--- src/rtl/bldc_pkg.sv ---
// Shared BLDC controller types: ADC scheduler state encoding
// and ADC command/response field widths.
package bldc_pkg;

  typedef enum logic [1:0] {
    S_IDLE,
    S_CMD,
    S_WAIT,
    S_DONE
  } sched_state_e;

  localparam int ADC_CH_W   = 5;
  localparam int ADC_DATA_W = 12;

endpackage

--- src/rtl/bldc_adc_sched.sv ---
// ADC sweep scheduler: one conversion sweep per PWM centre trigger,
// single command outstanding, per-channel result strobes.
module bldc_adc_sched
  import bldc_pkg::*;
#(
  parameter int NCH   = 6,
  parameter int TMO   = 200,
  parameter int TMO_W = 8
) (
  input  logic                  clk,
  input  logic                  rst,
  input  logic                  en_i,
  input  logic                  trig_i,
  output logic                  cmd_vld_o,
  output logic [ADC_CH_W-1:0]   cmd_ch_o,
  output logic                  cmd_sop_o,
  output logic                  cmd_eop_o,
  input  logic                  cmd_ready_i,
  input  logic                  rsp_vld_i,
  input  logic [ADC_CH_W-1:0]   rsp_ch_i,
  input  logic [ADC_DATA_W-1:0] rsp_data_i,
  output logic                  data_we_o,
  output logic [2:0]            data_idx_o,
  output logic [ADC_DATA_W-1:0] data_o,
  output logic                  busy_o,
  output logic                  done_o,
  output logic                  tmo_o,
  output logic                  ovr_o
);

  localparam logic [2:0]       LAST  = 3'(NCH - 1);
  localparam logic [TMO_W-1:0] TMO_C = TMO_W'(TMO);

  sched_state_e     state_q, state_d;
  logic [2:0]       idx_q, idx_d;
  logic [TMO_W-1:0] cnt_q;
  logic             trig_q;
  logic             edge_w;
  logic             accept;
  logic             match;
  logic             tmo_hit;

  assign edge_w  = trig_i & ~trig_q;
  assign accept  = (state_q == S_CMD) & cmd_ready_i;
  assign match   = (state_q == S_WAIT) & rsp_vld_i
                 & (rsp_ch_i == {2'b00, idx_q});
  // a matching response in the final cycle beats the timeout
  assign tmo_hit = (state_q == S_WAIT) & ~match
                 & (cnt_q == TMO_C);

  always_ff @(posedge clk) begin
    if (rst) begin
      state_q <= S_IDLE;
      idx_q   <= '0;
    end else begin
      state_q <= state_d;
      idx_q   <= idx_d;
    end
  end

  always_comb begin
    state_d = state_q;
    idx_d   = idx_q;
    unique case (state_q)
      S_IDLE: begin
        if (edge_w & en_i) begin
          state_d = S_CMD;
          idx_d   = '0;
        end
      end
      S_CMD: begin
        if (cmd_ready_i) begin
          state_d = S_WAIT;
        end else if (!en_i) begin
          state_d = S_IDLE;
          idx_d   = '0;
        end
      end
      S_WAIT: begin
        if (match) begin
          if (idx_q == LAST) begin
            state_d = S_DONE;
            idx_d   = '0;
          end else if (en_i) begin
            state_d = S_CMD;
            idx_d   = idx_q + 3'd1;
          end else begin
            state_d = S_IDLE;
            idx_d   = '0;
          end
        end else if (tmo_hit) begin
          state_d = S_IDLE;
          idx_d   = '0;
        end
      end
      S_DONE: begin
        state_d = S_IDLE;
      end
    endcase
  end

  always_comb begin
    cmd_vld_o = (state_q == S_CMD);
    cmd_ch_o  = {2'b00, idx_q};
    cmd_sop_o = cmd_vld_o & (idx_q == 3'd0);
    cmd_eop_o = cmd_vld_o & (idx_q == LAST);
    busy_o    = (state_q != S_IDLE);
    done_o    = (state_q == S_DONE);
    tmo_o     = tmo_hit;
  end

  always_ff @(posedge clk) begin
    if (rst) begin
      trig_q     <= 1'b0;
      cnt_q      <= '0;
      data_we_o  <= 1'b0;
      data_idx_o <= '0;
      data_o     <= '0;
      ovr_o      <= 1'b0;
    end else begin
      trig_q    <= trig_i;
      ovr_o     <= edge_w & (state_q != S_IDLE);
      data_we_o <= match;
      if (match) begin
        data_idx_o <= idx_q;
        data_o     <= rsp_data_i;
      end
      if (accept) begin
        cnt_q <= '0;
      end else if ((state_q == S_WAIT) & ~match & ~tmo_hit) begin
        cnt_q <= cnt_q + 1'b1;
      end
    end
  end

endmodule

--- config.mk ---
export PLATFORM = sky130hd
export DESIGN_NAME = bldc_adc_sched
export DESIGN_NICKNAME = d
export VERILOG_FILES = /design/src/rtl/bldc_pkg.sv /design/src/rtl/bldc_adc_sched.sv
export SDC_FILE = /design/constraint.sdc
export NUM_CORES = 1
export LEC_CHECK = 0
export BUFFER_PORTS_ARGS = -buffer_cell sky130_fd_sc_hd__buf_2
export CAP_MARGIN = 5
export CORE_MARGIN = 4
export CORE_UTILIZATION = 45
export CTS_CLUSTER_SIZE = 10
export DETAILED_ROUTE_END_ITERATION = 16
export MAX_ROUTING_LAYER = met4
export PLACE_DENSITY_LB_ADDON = 0.15
export SKIP_LAST_GASP = 1
export SLEW_MARGIN = 20
export SYNTH_ARGS = -nofsm -noshare
export SYNTH_HDL_FRONTEND = slang
export SYNTH_SLANG_ARGS = --single-unit
--- constraint.sdc ---
create_clock -name clk -period 2.35 [get_ports clk]
set_clock_uncertainty 0.1 [all_clocks]
set_input_delay 0 -clock clk [delete_from_list [all_inputs] [get_ports clk]]
set_output_delay 0 -clock clk [all_outputs]
set_load 0.02 [all_outputs]
## Word-level counts from Yosys, hierarchy flattened

Cells that the tools add are included.

- Input port bits: 23
- Word-level logic and storage cells: 58
- Output and inout bits: 28
- Bits in registers: 31

- Reductions and logical operators: 7
- Bitwise logic cells: 14
- Muxes and demuxes: 16
- $add $sub $neg: 2
- Equal/unequal tests: 11

Operators with widths:

| operator | count |
|---|---|
| $mux 3 | 7 |
| $mux 2 | 6 |
| $and 1x1->1 | 11 |
| $pmux 3 s3 | 1 |
| $add 8x1->8 const B | 1 |
| $eq 8x8->1 const B | 1 |
| $pmux 2 s4 | 1 |
| $ne 2x2->1 const B | 3 |
| $eq 5x3->1 | 1 |
| $reduce_and 5->1 | 1 |
| $eq 2x2->1 const B | 2 |
| $add 3x1->3 const B | 1 |
| $eq 3x3->1 const B | 1 |
| $logic_not 3->1 | 1 |
| $ne 3x2->1 const B | 1 |
| $ne 3x3->1 const B | 1 |
| $not 1->1 | 3 |
| $reduce_and 3->1 | 1 |
| $reduce_bool 3->1 | 1 |
| $eq 2x1->1 const B | 1 |
| $logic_not 2->1 | 1 |
| $reduce_bool 2->1 | 1 |
| $reduce_or 2->1 | 1 |
| $mux 1 | 1 |

## Logic depth before layout (Yosys ltp)

- Depth in word-level cells: 9
- Mapped depth: 7
- Mapped depth without buffers: 6

## Least setup slack after synthesis

No wires, ideal clock.

- Path type: register to register
- From: reg idx_q[1]
- To: reg data_idx_o[0]
- Arrival: 1.644 ns
- Cell stages (with the launch flop): 7
- Required time: 2.118 ns
- Slack: 0.474 ns
- Buffers on the path: 2
- Library setup time: 0.132 ns
- Clock period less this slack: 1.876 ns
- Cells stage by stage: dfxtp_1 > xor2_1 > or4_1 > buf_6 > buf_6 > o21ai_1 > a21oi_1

- Word-level cells in the longest chain between the ends: 2

Ends and longest elaborated chain:

| item | RTL line | RTL |
|---|---|---|
| start: declaration | bldc_adc_sched.sv:35 | `logic [2:0] idx_q, idx_d;` |
| start signal: assignment | bldc_adc_sched.sv:57 | `idx_q <= idx_d;` |
| $eq 5x3->1 | bldc_adc_sched.sv:46 | `& (rsp_ch_i == {2'b00, idx_q});` |
| $and 1x1->1 | bldc_adc_sched.sv:46 |  |
| end signal: assignment | bldc_adc_sched.sv:125 | `data_idx_o <= idx_q;` |
| end: declaration | bldc_adc_sched.sv:23 | `output logic [2:0] data_idx_o,` |

Every way passes these cells.
A chain may end at the register's enable or synchronous reset.

## Worst setup path in the final report

- From: reg idx_q[1]
- To: reg idx_q[0]

- Word-level cells in the longest chain between the ends: 7
- Elaborated cells on any way between the ends: 11
- Those cells by class: eq/ne: 3; mux: 3; bitwise: 4; reduce/logical: 1

Ends and longest elaborated chain:

| item | RTL line | RTL |
|---|---|---|
| $eq 5x3->1 | bldc_adc_sched.sv:46 |  |
| $and 1x1->1 | bldc_adc_sched.sv:46 |  |
| $not 1->1 | bldc_adc_sched.sv:48 | `assign tmo_hit = (state_q == S_WAIT) & ~match` |
| $and 1x1->1 | bldc_adc_sched.sv:48 |  |
| $and 1x1->1 | bldc_adc_sched.sv:49 | `& (cnt_q == TMO_C);` |
| $ne 3x3->1 (no line) | - |  |
| $reduce_and 5->1 (no line) | - |  |

Several ways; a longest one is shown, not always the timed one.

==> run metrics <==
IO Pins=slightly above 50; Worst setup EP type=flop; Final Util=between 60% and 70%; yosys warns=0; CP max-delay cell=or4_1; DP Worst Slack=between 200 and 300 ps; FF+latch count, synth=31; number of enable flip-flop cells after synthesis=0; crit path cell chain=xor2_1, or4_1, a22oi_2, o32ai_1; critical path's largest stage delay=~900 ps; WS Path Type=reg -> reg; Synth area leader=dfxtp_1; grt ovf=0; clock sinks=31; RR Endpoint=idx_q[0]$_SDFFE_PP0P_; Worst-Margin Slew=663.4 ps; Async S/R FF share, synth=0%; Max Cap Viol=0; P_leak=0.8600 nW; core area=about 3300 um2; Mapped Area=roughly 1600 um2; ANT cells=0; Placer Congestion=around 0.84; initial antenna violation count=0; synth cell count leaders=dfxtp_1 (31), a21oi_1 (24), nand3_1 (20); Worst R2R Path Depth=4; Final WS setup=~220 ps; synth top area cells=dfxtp_1 (40%), a21oi_1 (7.7%), nand3_1 (6.4%); worst path required time=between 2000 and 2500 ps; Final ANT Viol Nets=0; pin count of the biggest net entering global routing=28; die area=4480 um2; flop-to-flop setup slack=roughly 220 ps; post-cts repair resize count=0; Synth top area share=a little under 40%; worst min-delay path endpoint=data_we_o$_SDFF_PP0_; CTS tree=built; first-pass GRT wire length=between 6000 and 7000 um; Slew HR=between 50% and 60%; Hold WS=16.83 ps; WL/cell=~14 um; P per Cell Area=between 500 and 600 nW/um2; start point of the worst hold path=rst; vias in the first global route=between 1500 and 2000; crit-path leading delay family=simple AND/OR/NAND/NOR gates; RSZ-0062 raised after global routing=no; Mean Syn Cell Area=8.402 um2; top-count cell post-synth=dfxtp_1; final hold violation count=0; layout cells sized above 1=a little over a quarter; CTS max path bufs=2; Die Wd=roughly 67 um; Arrival @ worst endpoint=between 2000 and 2500 ps; Die Ht=roughly 67 um; worst-path fanout max=19; # DRC=0; violation count after the first detailed-route iteration=about 50; Synth Instances=between 150 and 200; Num CTS Buffers=5; startpoint types=flop; WHS Path Cells=2; fin. max-slew vios=0; vias=1643; post-synthesis sequential area ratio=about two fifths; Crit path buffers/inverters=0; initial core utilization=between 40% and 50%; CTS Root Cell=clkbuf_4; r2r startpoint=idx_q[1]$_SDFFE_PP0P_; Final Setup Violations=0; wirelength, routed=4146 um; row count=21; period utilization=around 90%; ys flop type=dfxtp_1; Hold Path Class=in -> reg; Vias/cell=5.551; DR pass1 iterations=4; Yosys cell types=between 40 and 50; fin crit period=about 2100 ps; sum of negative setup slack=0 ps; Worst-path clk slew=roughly 100 ps; Max H-tree Level=2; clock latency on the worst-skew pair=roughly 330 ps; status=finished clean; Max Clock Freq=470.6 MHz; GRT Util Overall=a little over a fifth; DP Wirelength=~2800 um; number of port buffers=between 40 and 50; Area Growth Syn to Fin=32.67%; VDD IR max=0.0003149 V; # nets final=277
## repair_timing
item	CTS	global route
endpoints found under the hold margin	19	0
hold buffers	16	0
endpoints found under the setup margin	0	0
setup buffers	0	0
## worst max-delay path by stage
stage / slack, ps / end / start / depth (start not counted)
3_3_place_gp: 330 / idx_q[1]$_SDFFE_PP0P_ / idx_q[1]$_SDFFE_PP0P_ / 4
5_1_grt: 110 / data_o[0]$_SDFFE_PP0N_ / idx_q[1]$_SDFFE_PP0P_ / 4
4_1_cts: 240 / idx_q[0]$_SDFFE_PP0P_ / idx_q[1]$_SDFFE_PP0P_ / 4
2_1_floorplan: 470 / data_idx_o[0]$_SDFFE_PP0N_ / idx_q[1]$_SDFFE_PP0P_ / 6
6_report: 220 / idx_q[0]$_SDFFE_PP0P_ / idx_q[1]$_SDFFE_PP0P_ / 4
3_5_place_dp: 260 / idx_q[0]$_SDFFE_PP0P_ / idx_q[1]$_SDFFE_PP0P_ / 4
## power by group
part / internal, mW / switching [mW] / leakage [nW] / total [mW]
Combinational: 0.0492 / 0.0522 / 0.562 / 0.101
Sequential: 0.528 / 0.00407 / 0.250 / 0.532
Clock: 0.251 / 0.185 / 0.0482 / 0.437
## placed cells by master, fill, tap and decap left out, types with 3 or more instances in the layout
master,n
or4_1,5
o31ai_1,5
or3_1,4
nand3_1,20
nand2b_1,3
inv_1,11
nand4_1,3
xor2_1,3
o21ai_1,7
dfxtp_1,31
nand2_1,5
nor2_1,5
buf_4,6
o32ai_1,3
o21ai_0,11
ha_1,5
clkbuf_4,5
a21oi_1,24
dlygate4sd3_1,16
buf_2,48
## cell type report
class | count | area, um2
inverter | 11 | 41.29
clock buffer | 6 | 51.30
clock inverter | 2 | 35.03
sequential | 31 | 620.6
timing repair buffer | 70 | 445.4
fill | 307 | 1264
multi-input combinational | 130 | 822.0
tap | 46 | 57.56
## stage by stage
step,cells,cell area (um2),power [mW]
after global routing,296,2073,1.118
after detailed placement,272,1827,0.6246
after global placement,272,1827,0.6225
after CTS,296,2073,1.084
after floorplan,187,1567,0.5946
final,296,2073,1.070
## registers in the layout (all words and copies together), names as in the netlist
name / count
data_o: 12
cnt_q: 8
data_idx_o: 3
idx_q: 3
state_q: 2
data_we_o: 1
ovr_o: 1
trig_q: 1
## metal layers
metal / up-vias / wire length [um] / GRT usage, %
met4: 0 / 40 / 8.354
li1: 808 / - / -
met5: - / 0 / -
met2: 55 / 2065 / 33.79
met3: 4 / 267 / 6.577
met1: 776 / 1772 / 24.05
## cells by family after synthesis
logic type	count (synthesis)	share of synthesized area [%]
AND/OR/NAND/NOR	61	23.70
AO/OA/AOI/OAI	59	22.74
flip-flops	31	39.71
buffers and inverters	26	7.926
adder cells (fa/ha/maj)	5	4.003
XOR/XNOR	3	1.682
other	1	0.2400
## worst reg2reg max path, delay by kind of cell, from the launching register on
family,cells,cell delay [ps]
DFF,1,360
AOI/OAI and AO/OA,2,440
xor gates and xnor gates,1,220
and+or+nand+nor,1,880
(Power assumes the default switching activity.)
